--- config.mk ---
export PLATFORM = sky130hd
export DESIGN_NAME = pixel_fb_writer
export DESIGN_NICKNAME = d
export VERILOG_FILES = /design/src/rtl/gpu_pkg.sv /design/src/rtl/sync_fifo.sv /design/src/rtl/pixel_fb_writer.sv
export SDC_FILE = /design/constraint.sdc
export NUM_CORES = 1
export LEC_CHECK = 0
export CELL_PAD_IN_SITES_DETAIL_PLACEMENT = 0
export CELL_PAD_IN_SITES_GLOBAL_PLACEMENT = 1
export CORE_UTILIZATION = 50
export DETAILED_ROUTE_END_ITERATION = 10
export PLACE_DENSITY_LB_ADDON = 0.1
export SLEW_MARGIN = 20
export SYNTH_ARGS = -nofsm -noshare
export SYNTH_HDL_FRONTEND = slang
export SYNTH_SLANG_ARGS = --single-unit
--- constraint.sdc ---
create_clock -name clock -period 8.6 [get_ports clock]
set_clock_uncertainty 0.15 [all_clocks]
set_input_delay 1.72 -clock clock [delete_from_list [all_inputs] [get_ports clock]]
set_output_delay 1.72 -clock clock [all_outputs]
set_load 0.01 [all_outputs]
--- src/rtl/gpu_pkg.sv ---
// Shared rasteriser/GPU definitions: pixel word layout, framebuffer writer
// state encodings and default screen resolution.
package gpu_pkg;

  localparam int PIX_X_MSB   = 59;
  localparam int PIX_X_LSB   = 48;
  localparam int PIX_Y_MSB   = 43;
  localparam int PIX_Y_LSB   = 32;
  localparam int PIX_COL_MSB = 31;
  localparam int PIX_COL_LSB = 0;

  localparam int DEFAULT_H_RES = 640;
  localparam int DEFAULT_V_RES = 480;

  typedef enum logic [1:0] {
    FBW_IDLE  = 2'd0,
    FBW_CALC  = 2'd1,
    FBW_WRITE = 2'd2
  } fbw_state_t;

endpackage

--- src/rtl/sync_fifo.sv ---
// Single-clock show-ahead FIFO with a registered almost-full flag.
// A push while full is accepted only when a pop frees a slot in the same cycle.
module sync_fifo #(
  parameter int WIDTH     = 64,
  parameter int DEPTH     = 16,
  parameter int AF_THRESH = DEPTH - 2
) (
  input  logic                     clock,
  input  logic                     reset_n,
  input  logic                     wr_en,
  input  logic [WIDTH-1:0]         wr_data,
  input  logic                     rd_en,
  output logic [WIDTH-1:0]         rd_data,
  output logic [$clog2(DEPTH):0]   count,
  output logic                     empty,
  output logic                     full,
  output logic                     almost_full
);

  localparam int AW = $clog2(DEPTH);
  localparam logic [AW:0] FULL_LEVEL = (AW+1)'(DEPTH);
  localparam logic [AW:0] AF_LEVEL   = (AW+1)'(AF_THRESH);

  logic [WIDTH-1:0] mem [DEPTH];
  logic [AW-1:0]    wr_ptr;
  logic [AW-1:0]    rd_ptr;
  logic [AW:0]      count_next;
  logic             do_wr;
  logic             do_rd;

  assign empty   = (count == '0);
  assign full    = (count == FULL_LEVEL);
  assign do_rd   = rd_en && !empty;
  assign do_wr   = wr_en && (!full || do_rd);
  assign rd_data = mem[rd_ptr];

  always_comb begin
    count_next = count;
    case ({do_wr, do_rd})
      2'b10:   count_next = count + 1'b1;
      2'b01:   count_next = count - 1'b1;
      default: count_next = count;
    endcase
  end

  always_ff @(posedge clock) begin
    if (do_wr) mem[wr_ptr] <= wr_data;
  end

  // almost_full is computed from the next occupancy so it tracks count without lag
  always_ff @(posedge clock) begin
    if (!reset_n) begin
      wr_ptr      <= '0;
      rd_ptr      <= '0;
      count       <= '0;
      almost_full <= 1'b0;
    end else begin
      if (do_wr) wr_ptr <= wr_ptr + 1'b1;
      if (do_rd) rd_ptr <= rd_ptr + 1'b1;
      count       <= count_next;
      almost_full <= (count_next >= AF_LEVEL);
    end
  end

endmodule

--- src/rtl/pixel_fb_writer.sv ---
// Buffers rasteriser pixel words, clips them to the screen and issues one
// 32-bit Avalon-MM framebuffer write per visible pixel.
module pixel_fb_writer
  import gpu_pkg::*;
#(
  parameter int H_RES      = DEFAULT_H_RES,
  parameter int V_RES      = DEFAULT_V_RES,
  parameter int FIFO_DEPTH = 16
) (
  input  logic        clock,
  input  logic        reset_n,
  input  logic [63:0] pixel_data,
  input  logic        pixel_data_valid,
  output logic        pixel_fifo_full,
  input  logic [31:0] fb_base,
  output logic [31:0] mem_address,
  output logic        mem_write,
  output logic [31:0] mem_writedata,
  output logic [3:0]  mem_byteenable,
  input  logic        mem_waitrequest,
  output logic        busy,
  output logic        overflow,
  output logic [15:0] clipped_count
);

  localparam logic [11:0] X_LIMIT = 12'(H_RES);
  localparam logic [11:0] Y_LIMIT = 12'(V_RES);

  fbw_state_t               state;
  logic [63:0]              fifo_rd_data;
  logic [$clog2(FIFO_DEPTH):0] fifo_count;
  logic                     fifo_empty;
  logic                     fifo_full;
  logic                     fifo_pop;
  logic [11:0]              hold_x;
  logic [11:0]              hold_y;
  logic [31:0]              hold_colour;
  logic [23:0]              row_offset;
  logic [31:0]              pixel_index;
  logic [31:0]              wr_address;
  logic                     clip;
  logic                     unused_fifo_bits;

  sync_fifo #(
    .WIDTH     (64),
    .DEPTH     (FIFO_DEPTH),
    .AF_THRESH (FIFO_DEPTH - 2)
  ) u_fifo (
    .clock       (clock),
    .reset_n     (reset_n),
    .wr_en       (pixel_data_valid),
    .wr_data     (pixel_data),
    .rd_en       (fifo_pop),
    .rd_data     (fifo_rd_data),
    .count       (fifo_count),
    .empty       (fifo_empty),
    .full        (fifo_full),
    .almost_full (pixel_fifo_full)
  );

  assign unused_fifo_bits = ^{fifo_rd_data[63:60], fifo_rd_data[47:44], fifo_count};

  // The head is consumed in IDLE, or chained straight out of a completing WRITE
  assign fifo_pop = !fifo_empty &&
                    ((state == FBW_IDLE) || (state == FBW_WRITE && !mem_waitrequest));

  always_comb begin
    row_offset  = 24'(hold_y) * 24'(H_RES);
    pixel_index = {8'd0, row_offset} + {20'd0, hold_x};
    wr_address  = fb_base + (pixel_index << 2);
    clip        = (hold_x >= X_LIMIT) || (hold_y >= Y_LIMIT);
  end

  always_ff @(posedge clock) begin
    if (!reset_n) begin
      state          <= FBW_IDLE;
      hold_x         <= '0;
      hold_y         <= '0;
      hold_colour    <= '0;
      mem_address    <= '0;
      mem_write      <= 1'b0;
      mem_writedata  <= '0;
      mem_byteenable <= '0;
      busy           <= 1'b0;
      overflow       <= 1'b0;
      clipped_count  <= '0;
    end else begin
      busy     <= !fifo_empty || (state != FBW_IDLE);
      overflow <= overflow || (pixel_data_valid && fifo_full && !fifo_pop);
      case (state)
        FBW_IDLE: begin
          if (!fifo_empty) begin
            hold_x      <= fifo_rd_data[PIX_X_MSB:PIX_X_LSB];
            hold_y      <= fifo_rd_data[PIX_Y_MSB:PIX_Y_LSB];
            hold_colour <= fifo_rd_data[PIX_COL_MSB:PIX_COL_LSB];
            state       <= FBW_CALC;
          end
        end
        FBW_CALC: begin
          if (clip) begin
            clipped_count <= clipped_count + 16'd1;
            state         <= FBW_IDLE;
          end else begin
            mem_address    <= wr_address;
            mem_writedata  <= hold_colour;
            mem_byteenable <= 4'hF;
            mem_write      <= 1'b1;
            state          <= FBW_WRITE;
          end
        end
        FBW_WRITE: begin
          if (!mem_waitrequest) begin
            mem_write      <= 1'b0;
            mem_byteenable <= 4'h0;
            if (!fifo_empty) begin
              hold_x      <= fifo_rd_data[PIX_X_MSB:PIX_X_LSB];
              hold_y      <= fifo_rd_data[PIX_Y_MSB:PIX_Y_LSB];
              hold_colour <= fifo_rd_data[PIX_COL_MSB:PIX_COL_LSB];
              state       <= FBW_CALC;
            end else begin
              state <= FBW_IDLE;
            end
          end
        end
        default: state <= FBW_IDLE;
      endcase
    end
  end

endmodule

; Word-level counts from Yosys, hierarchy flattened
; Memory sizes are Yosys's and may differ from the RTL's. A register that Yosys moved wholly into a read port is not among the register bits.
; Cells that the tools add are included.
; Widths: inputs -> output; s select.
[word_totals]
reg_bits = 159
ram_bits = 1024
inputBits = 100
output_inout_bits = 88
word_cells = 86
n_memories = 1
[classes]
add_sub_neg = 7
mul = 1
n_lt_le_gt_ge = 3
n_eq_ne = 8
muxes = 25
n_bitwise = 1
reduce_logical = 25
[memory_table]
columns = memory, depth, word_bits, rd, rd_clocked_by_memory_dff, write_ports, line_no
row1 = u_fifo.mem, 16, 64, 1, 1, 1, sync_fifo.sv:24  ; logic [WIDTH-1:0] mem [DEPTH];
[op_table]
columns = cell, count
row1 = $mux 32, 2
row2 = $pmux 32 s2, 1
row3 = $mux 12, 4
row4 = $pmux 12 s2, 2
row5 = $add 32x25->32, 1
row6 = $add 22x12->23, 1
row7 = $add 16x1->16 const B, 1
row8 = $mux 4, 4
row9 = $mul 12x3->15 const B, 1
row10 = $ge 12x10->1 const B, 1
row11 = $ge 12x9->1 const B, 1
row12 = $pmux 5 s2, 1
row13 = $add 4x1->4 const B, 2
row14 = $pmux 4 s2, 1
row15 = $reduce_and 2->1, 4
row16 = $logic_and 1x1->1, 6
row17 = $mux 2, 3
row18 = $ne 2x2->1 const B, 3
row19 = $pmux 2 s3, 1
row20 = $reduce_bool 2->1, 3
row21 = $add 5x1->5 const B, 1
row22 = $eq 5x5->1 const B, 1
row23 = $ge 5x4->1 const B, 1
row24 = $logic_not 5->1, 1
row25 = 10 further kinds, 23

; Logic depth before layout (Yosys ltp)
; Gate-level depths: netlist of run 1.
[logic_depth]
ltp_word = 10
ltp_mapped = 21
mapped_depth_nobuf = 20

; Modules after synthesis
; From an unflattened synthesis of run 1, not the netlist that was laid out.
[unflattened]
cells_unflattened = 2461
area_unflattened_um2 = 46587.2
[by_module_without_submodules]
columns = module, instances, cells_each, area_each_um2, seq_area_each_um2
row1 = sync_fifo, 1, 1540, 39329.0, 31109.8
row2 = pixel_fb_writer, 1, 921, 7258.2, 2822.7

; Least setup slack after synthesis of run 1
; No wires, ideal clock.
[synth_timing]
path_kind = input -> register
startpoint = input mem_waitrequest
endpoint = memory u_fifo.mem[3][0] (enable)
setup_ps = 538
arrival_time_ps = 6476
required_ps = 7912
slack_ps = 1436
stages = 5
n_path_buf = 0
path_cell_list = a21oi_1 > nor2_1 > a21boi_1 > nand2_1 > nor3_1
[synth_via]
elab_chain_len = 9
[synth_rtl]
columns = item, line_no
row1 = start: declaration, pixel_fb_writer.sv:20  ; input logic mem_waitrequest,
row2 = $logic_not 1->1, --
row3 = $logic_and 1x1->1, pixel_fb_writer.sv:65  ; ((state == FBW_IDLE) || (state == FBW_WRITE && !mem_waitrequest));
row4 = $logic_or 1x1->1, pixel_fb_writer.sv:65
row5 = $logic_and 1x1->1, pixel_fb_writer.sv:64  ; assign fifo_pop = !fifo_empty &&
row6 = $logic_and 1x1->1, sync_fifo.sv:33  ; assign do_rd = rd_en && !empty;
row7 = $logic_or 1x1->1, sync_fifo.sv:34  ; assign do_wr = wr_en && (!full || do_rd);
row8 = $logic_and 1x1->1, sync_fifo.sv:34
row9 = $mux 1, sync_fifo.sv:47  ; if (do_wr) mem[wr_ptr] <= wr_data;
row10 = $mux 1 (implied by the code), sync_fifo.sv:47
row11 = end: declaration, sync_fifo.sv:24
; Every way passes these cells.

; Final worst setup path of run 1
[layout_timing]
startpoint = register hold_y[1]
endpoint = register mem_address[25]
[layout_via]
elab_chain_len = 4
word_cells_on_any_way = 7
classes_between = add/sub: 2 / mul: 1 / order compare: 1 / bitwise: 1 / reduce/logical: 2
[layout_rtl]
columns = item, line_no
row1 = start: declaration, pixel_fb_writer.sv:36  ; logic [11:0] hold_y;
row2 = start signal: assignment, pixel_fb_writer.sv:94  ; hold_y <= fifo_rd_data[PIX_Y_MSB:PIX_Y_LSB];
row3 = start signal: assignment, pixel_fb_writer.sv:117  ; hold_y <= fifo_rd_data[PIX_Y_MSB:PIX_Y_LSB];
row4 = "parallel branches: the longest is 4 deep, another holds $add 32x25->32", --
row5 = end signal: assignment, pixel_fb_writer.sv:104  ; mem_address <= wr_address;
row6 = end: declaration, pixel_fb_writer.sv:16  ; output logic [31:0] mem_address,
; Several ways; the timed one is not identified.
; A chain may end at the register's enable or synchronous reset.

==> impl_metrics.ini, run 1 <==
[status]
outcome = finished clean

[grt]
grt.total_usage_pct = 22.9
met3_usage_pct = 3.80
grt_overflow_total = 0
grt_util_met1_pct = 32.1
antenna_found_initial = 7
grt_max_degree = 100
busiest_layer = met2
globalRouteMet2Util_pct = 37.6
grt_pass1_wl_mm = 143
first_global_vias = 22269

[sta]
fmax_mhz = 188
relSlewSlack_pct = 21.2
finalSetupTns_ns = 0
min_period_over_period_pct = 61.9
setup_violations = 0
worst_slew_pin_slew_ns = 1.18
drv_slew = 0
hold_violations = 0
grt_setup_unrepaired = false
fin_crit_ns = 5.33

[routing]
ant_nets = 0
dr.pass1.iters = 5
vias = 21521
vias_per_cell = 5.89
routed_wl_mm = 95.6
drtIter0Drc = 1659
drc_errors = 0
wl_per_cell_um = 26.2

[power_and_ir_drop]
power_mw = 14.0
p_per_area_nw_per_um2 = 289
power_leakage_nw = 15.5
vdd_ir_drop_max_uv = 196

[floorplan]
ios = 188
die_w_um = 292
chipHeight_um = 292
rows = 105
dieArea_um2 = 85000
initial_core_util_pct = 50.8
core_area_um2 = 82500

[final_layout]
final_cells = 3654
area_delta_synth_final_pct = 15.7
final_common_cell = edfxtp_1
final_nets = 2652
final_area_um2 = 48500
fin_util_pct = 58.8
nFillCells = 6169
layout_common_cells = edfxtp_1 (896), mux4_2 (280), nand2_1 (252)
drive_gt1_share_pct = 20.7

[critical_path]
worstPathRequired_ns = 9.04
cp_top_family = adder cells
cpMostUsedCell = ha_1
cpPeakStageDelay_ns = 0.53
crit_path_end_kind = register
crit_path_top_delay_cell = fa_1
critPathLaunchType = register
crit_arrival_ns = 5.77
crit_fanout = 9
cp_cell_sequence = ha_1, ha_1, fa_1, ha_1, nand2_1, o21ai_0, nand4_1, nor2_1, and3_1, xor2_1, ha_1, a211o_1, o221a_1, o31a_1, o41a_1, a21oi_2, xnor2_1, nand2_1, a21oi_1
critPathBufInv = 0
crit_type = reg -> reg

[yosys]
postSynthCellCount = 2286
synth_edf_count = 896
syn_area_um2 = 41900
ys.flop_type = edfxtp_1
ys_types = 78
async_flop_share_pct = 0
syn_nets = 2449
seq_area_frac_synth_pct = 71.7
ys_warn_count = 0
avgSynthCellArea_um2 = 18.3
synth-seq-cells = 1055

[clock_network]
htreeDepth = 3
clockRootBuffer = clkbuf_16
cts_tree = yes
clk_pin_slew_ns = 0.06
clkSinkCount = 1055
clockBufferDepth = 3
cts_resized = 0
numCtsBuffers = 108
holdBufCountCts = 0
post-cts-setup-buffer-count = 0
clk_latency_ns = 0.66

[place]
gp_congestion = 0.843
post-dp-hpwl_mm = 52.3
placed_cells = 3449
place_area_um2 = 44900
io_buffers = 179

[job]
drv_cap = 0

[worst_hold_path]
worstHoldPathType = reg -> reg
registers in the layout, indices dropped and copies added, names as in the netlist, named ones only:
register,count
overflow,1
mem_writedata,32
u_fifo.mem,896
hold_y,12
busy,1
clipped_count,16
u_fifo.wr_ptr,4
u_fifo.almost_full,1
u_fifo.count,5
hold_colour,32
state,2
u_fifo.rd_ptr,4
hold_x,12
mem_byteenable,1
mem_address,32
worst reg2reg max path, delay by kind of cell (launching register included):
family	cells	cell delay (ns)
DFF	1	0.46
AOI/OAI and AO/OA	7	1.75
xor gates and xnor gates	2	0.43
adders and majority gates	5	1.80
and+or+nand+nor	5	0.69
kinds of logic (layout without fill, tap and decap cells):
kind of cell               count (synthesis)  count (layout)  synth area share, %
AOI/OAI and AO/OA                        247             247                 3.63
xor gates and xnor gates                  62              62                 1.29
adders and majority gates                 63              63                 1.95
buffers and inverters                    143             440                 1.76
DFF                                     1055            1055                 71.7
muxes                                    284             284                 15.1
other                                      1               2              0.00894
and+or+nand+nor                          431             431                 4.47
cells in the mapped netlist (3+ instances only):
cell	count	area, um2
nor2_1	74	278
clkbuf_8	4	55.1
o211ai_1	3	22.5
o21ai_0	17	85.1
o21ai_1	5	25.0
inv_1	18	67.6
nand4b_1	3	26.3
fa_1	4	80.1
xor2_1	32	280
or3_1	7	43.8
o31a_1	3	26.3
a21oi_2	4	35.0
mux4_2	280	6310
a31oi_1	4	25.0
nand2b_1	5	31.3
nand4_1	15	93.8
buf_1	16	60.1
a21o_1	17	128
a211oi_1	5	37.5
edfxtp_1	896	26900
and2_1	3	18.8
xnor2_1	30	263
and3_1	5	31.3
nor3_1	13	65.1
buf_2	19	95.1
ha_1	59	738
mux2i_1	3	30.0
o221ai_1	3	26.3
nand2_1	252	946
buf_4	11	82.6
nor2b_1	7	43.8
or2_2	3	18.8
clkbuf_1	61	229
nand3_1	27	135
o21ai_2	3	26.3
dfxtp_1	159	3180
a21oi_1	146	731
buf_6	13	146
o21a_1	10	75.1
path summary, 6_finish.rpt:
| check | from | to | slack, ns | cells after the start |
|---|---|---|---|---|
| worst max-delay path | hold_y[1] | mem_address[25] | 3.27 | 19 |
| worst min-delay path | hold_colour[17] | mem_writedata[17] | 0.30 | 2 |
| worst max register to register | hold_y[1] | mem_address[25] | 3.27 | 19 |
| worst min register to register | hold_colour[17] | mem_writedata[17] | 0.30 | 2 |
metrics by stage:
step | hold slack [ns] | worst slack (ns)
final | 0.298 | 3.27
after global routing | 0.325 | 2.90
after CTS | 0.303 | 3.22
after detailed placement | 0.295 | 2.58
after global placement | 0.288 | 2.60
after floorplan | 0.282 | 1.44
power breakdown:
group	leakage [nW]	switching, mW	internal (mW)
Clock	1.77	1.94	2.77
Sequential	9.39	0.234	5.79
Combinational	4.33	1.76	1.53
per-layer routing:
metal | vias to the layer above | wire, um
met2 | 578 | 47200
met4 | 10 | 1800
li1 | 9508 | -
met5 | - | 73
met3 | 132 | 5210
met1 | 11293 | 41300
final cells by class:
cell class	count	area, um2	area share, %
clock buffer	144	3020	6.22
antenna	1	2.50	0.00516
inverter	19	76.3	0.157
sequential	1055	30100	62.0
clock inverter	60	636	1.31
timing repair buffer	217	2120	4.37
tap	1070	1340	2.76
multi-input combinational	1088	11200	23.1
Power figures use the tool's default switching activity.
==> inputs of run 2 (changes only) <==
- clock period: 8.6 -> 5.5 ns (I/O delays scaled with it)
==> run 2 against run 1 <==
Compared with the run above:
- global-route usage rose by 0.38 points
- critical endpoint unchanged
- power rose by 54%
- die area did not move
- largest power group unchanged
==> impl_metrics.ini, run 2 (synthesis results as in run 1) <==
[sta]
layout_setup_ws_ns = 0.487
relSlewSlack_pct = 30.4
fin_crit_ns = 5.01
finalSetupTns_ns = 0
min_period_over_period_pct = 91.2
grt_setup_unrepaired = false
setup_violations = 0
fmax_mhz = 199
hold_violations = 0
worst_slew_pin_slew_ns = 1.04
holdWs_ns = 0.290
drv_slew = 0

[clock_network]
clk_latency_ns = 0.66
clkSinkCount = 1055
post-cts-setup-buffer-count = 0
clk_pin_slew_ns = 0.06
htreeDepth = 3
clockRootBuffer = clkbuf_16
cts_tree = yes
numCtsBuffers = 106
cts_resized = 0
clockBufferDepth = 3
holdBufCountCts = 0

[final_layout]
multi_input_area_um2 = 11300
final_area_um2 = 48600
final_common_cell = edfxtp_1
final_nets = 2664
largest_reg_flops = 896
regMostFlops = u_fifo.mem
seq_area_um2 = 30100
final_cells = 3663
area_delta_synth_final_pct = 15.8
nFillCells = 6139
fin_util_pct = 58.9
layout_common_cells = edfxtp_1 (896), mux4_2 (280), nand2_1 (252)
drive_gt1_share_pct = 20.8

[critical_path]
crit_arrival_ns = 5.44
crit_path_end_kind = register
worstPathRequired_ns = 5.93
r2r_cells = 19
crit_fanout = 9
crit_type = reg -> reg
critPathLaunchType = register

[worst_hold_path]
worstHoldPathType = reg -> reg
hold_depth = 2

[grt]
grt_overflow_total = 0
grt.total_usage_pct = 23.3
grt_max_degree = 90
grt_pass1_wl_mm = 145
globalRouteMet2Util_pct = 38.2
first_global_vias = 22586
grt_util_met1_pct = 32.8
busiest_layer = met2
met3_usage_pct = 3.66
antenna_found_initial = 6

[place]
placed_cells = 3463
post-dp-hpwl_mm = 52.8
gp_congestion = 0.849
pre_cts_ws_ns = 0.423
io_buffers = 179
place_area_um2 = 45100

[floorplan]
die_w_um = 292
initial_core_util_pct = 50.8
ios = 188
rows = 105
chipHeight_um = 292
core_area_um2 = 82500
dieArea_um2 = 85000

[routing]
vias_per_cell = 5.92
ant_nets = 0
drtIter0Drc = 1877
vias = 21702
routed_wl_mm = 96.8
wl_per_cell_um = 26.4
drc_errors = 0
dr.pass1.iters = 9

[power_and_ir_drop]
power_mw = 21.7
power_leakage_nw = 15.5
vdd_ir_drop_max_uv = 308
p_per_area_nw_per_um2 = 446

[job]
drv_cap = 0

[status]
outcome = finished clean
-- run 2: critical path, stage by stage (launching register included) --
cell     delay (ns)
dfxtp_1        0.41
ha_1           0.26
ha_1           0.23
fa_1           0.49
ha_1           0.35
nand2_1        0.06
o21ai_1        0.24
nand4_1        0.18
nor2_1         0.18
and3_1         0.19
xor2_1         0.17
ha_1           0.36
a211o_1        0.34
o221a_1        0.24
o31a_1         0.12
o41a_1         0.39
a21oi_2        0.21
xnor2_1        0.15
nand2_1        0.07
a21oi_1        0.15
-- run 2: path summary, 6_finish.rpt --
| check | end | from | slack (ns) |
|---|---|---|---|
| worst max-delay path | mem_address[25] | hold_y[1] | 0.49 |
| worst max register to register | mem_address[25] | hold_y[1] | 0.49 |
| worst min register to register | mem_writedata[26] | hold_colour[26] | 0.29 |
| worst min-delay path | mem_writedata[26] | hold_colour[26] | 0.29 |
-- run 2: cell type report --
type / instances / share of cell area (%)
flip-flops and latches: 1055 / 62.0
multi-input cells: 1088 / 23.2
clock buffers: 157 / 6.36
repair buffers: 231 / 4.72
well taps: 1070 / 2.76
clock inverters: 42 / 0.850
inverters: 19 / 0.157
diodes: 1 / 0.00515
-- run 2: power breakdown --
| part | switching (mW) | total (mW) | leakage, nW | internal [mW] |
|---|---|---|---|---|
| Clock | 2.96 | 7.13 | 1.72 | 4.17 |
| Sequential | 0.352 | 9.41 | 9.39 | 9.06 |
| Combinational | 2.71 | 5.12 | 4.41 | 2.41 |
-- run 2: routing by layer --
metal  routed length (um)  vias to the layer above
li1                     -                     9531
met1                41700                    11373
met2                47600                      645
met3                 5390                      145
met4                 2110                        8
met5                   49                        -
==> inputs of run 3 (changes only) <==
- ABC_AREA: unset -> 1
- CORE_UTILIZATION: 50 -> 49
==> run 3 against run 2 <==
Compared with the run above:
- register-to-register slack better by 0.69 ns
- setup slack better by 0.69 ns
- cell area increased by 6.5%
- first-iteration DRC count rose by 33%
- power is 12% higher
- highest routed layer unchanged
- critical path depth rose by 5
- synthesized cell count increased by 80%
- clock power increased by 3.1%
- non-clock buffer count is 8 higher
==> impl_metrics.ini, run 3 <==
[sta]
finalSetupTns_ns = 0
drv_slew = 0
hold_violations = 0
fin_crit_ns = 4.32
relSlewSlack_pct = 27.8
setup_violations = 0
holdWs_ns = 0.312
worst_slew_pin_slew_ns = 1.08
min_period_over_period_pct = 78.6
grt_setup_unrepaired = false
fmax_mhz = 231

[critical_path]
r2r_cells = 24
cpMostUsedCell = nand2_1
crit_arrival_ns = 4.77
cpPeakStageDelay_ns = 0.48
cp_cell_sequence = ha_1, ha_1, fa_1, ha_1, nand2_1, nor3_1, nor2_1, nor2_1, nand3_1, nor2_1, nand4_1, nand2_1, inv_1, ha_1, a21oi_1, nand2_1, nand2_1, nand2_1, nor2_1, nand2_1, nand2_1, nand3_1, nand2_1, inv_1
crit_type = reg -> reg
cp-endpoint = mem_address[27]
worstPathRequired_ns = 5.95
crit_path_top_delay_cell = fa_1
cp-startpoint = hold_y[1]
rr_endpoint = mem_address[27]
rrSetupSlack_ns = 1.18
crit_fanout = 4
regToRegStartpoint = hold_y[1]
critPathLaunchType = register
crit_path_end_kind = register

[grt]
grt_pass1_wl_mm = 167
grt_max_degree = 161
antenna_found_initial = 7
grt_overflow_total = 0
first_global_vias = 27690
grt.total_usage_pct = 23.3

[clock_network]
clockRootBuffer = clkbuf_16
htreeDepth = 3
clockBufferDepth = 3
holdBufCountCts = 0
numCtsBuffers = 111
clkSinkCount = 1055
clk_latency_ns = 0.69
cts_resized = 0
cts_tree = yes
post-cts-setup-buffer-count = 0
clk_pin_slew_ns = 0.06

[yosys]
ys.flop_type = edfxtp_1
ys_types = 39
postSynthCellCount = 4120
yosys-top-cells-area = edfxtp_1 (59%), dfxtp_1 (7.0%), inv_1 (5.4%), nand3_1 (5.1%), nand2_1 (4.9%)
yosysMostFrequentCell = edfxtp_1
synth-seq-cells = 1055
synth_top_area_share_pct = 59.2
ys_warn_count = 0
synth_top_area_cell = edfxtp_1
syn_nets = 4283
syn_area_um2 = 45400
seq_area_frac_synth_pct = 66.2
avgSynthCellArea_um2 = 11.0
async_flop_share_pct = 0
synth_commonest_cells = edfxtp_1 (896), inv_1 (657), nand2_1 (587)
synth_edf_count = 896

[floorplan]
die_w_um = 306
chipHeight_um = 306
dieArea_um2 = 93900
ios = 188
rows = 111
core_area_um2 = 91800
initial_core_util_pct = 49.5

[final_layout]
diodes = 0
final_common_cell = edfxtp_1
final_nets = 4400
drive_gt1_share_pct = 5.75
area_delta_synth_final_pct = 13.9
nFillCells = 7789
largest_reg_flops = 896
layout_common_cells = edfxtp_1 (896), inv_1 (655), nand2_1 (587)
regMostFlops = u_fifo.mem

[routing]
vias_per_cell = 5.28
ant_nets = 0
routed_wl_mm = 109
dr.pass1.iters = 5
drc_errors = 0
drtIter0Drc = 2490
wl_per_cell_um = 19.6
vias = 29465

[power_and_ir_drop]
p_per_area_nw_per_um2 = 469
vdd_ir_drop_max_uv = 394
power_leakage_nw = 19.5

[status]
outcome = finished clean

[worst_hold_path]
worstHoldPathType = reg -> reg

[job]
drv_cap = 0

[place]
gp_congestion = 0.819
io_buffers = 179
post-dp-hpwl_mm = 59.5
[run 3: how the worst min path moves through the flow]
| stage | start | end | slack, ns | cells past startpoint |
|---|---|---|---|---|
| 6_report | mem_writedata[24] | mem_writedata[24] | 0.31 | 2 |
| 5_1_grt | hold_colour[3] | mem_writedata[3] | 0.33 | 2 |
| 4_1_cts | mem_writedata[24] | mem_writedata[24] | 0.31 | 2 |
| 3_5_place_dp | mem_writedata[24] | mem_writedata[24] | 0.31 | 2 |
| 3_3_place_gp | mem_writedata[30] | mem_writedata[30] | 0.30 | 2 |
| 2_1_floorplan | hold_colour[0] | mem_writedata[0] | 0.29 | 2 |
[run 3: kinds of logic after synthesis]
logic type | synth area share, %
other cells | 0.00825
simple gates | 11.2
fa+ha+maj | 1.80
buf+inv | 8.51
flops | 66.2
compound gates | 11.5
xor+xnor | 0.713
[run 3: cell type report]
type	instances	area [um2]	share of cell area [%]
Clock inverter	57	549	1.06
Sequential cell	1055	30100	58.2
Inverter	660	2490	4.81
Multi-Input combinational cell	2170	11600	22.4
Timing Repair Buffer	239	2380	4.60
Tap cell	1243	1560	3.01
Clock buffer	152	3040	5.88
[run 3: critical path: cells and delay by family (launching register included)]
family                   cells  cell delay (ns)
AO/OA/AOI/OAI                1             0.27
adder cells (fa/ha/maj)      5             1.63
buffers and inverters        2             0.09
flip-flops                   1             0.41
AND/OR/NAND/NOR             16             1.67
[run 3: where the power goes]
part           switching (mW)  internal (mW)  leakage, nW
logic                    4.87           2.53         8.30
clock network            3.06           4.29         1.76
registers               0.387           9.12         9.40
total                    8.32           15.9         19.5
[run 3: layer usage]
metal	part of all wire (%)	GRT usage [%]	up-vias
met3	5.0	3.37	149
met2	47	38.8	659
li1	-	-	14560
met4	1.9	5.26	10
met5	0.062	0	-
met1	46	32.5	14087
[run 3: metrics by stage]
stage               worst slack, ns  cell area [um2]  power [mW]  instances  util [%]
floorplan                     0.744            45400        15.3       4120         -
detailed placement             1.11            48100        17.1       5367      52.4
global placement               1.09            48100        17.1       5367      52.4
global route                  0.615            51700        25.8       5576      56.3
finish                         1.18            51700        24.3       5576      56.3
CTS                            1.11            51700        24.5       5576      56.3
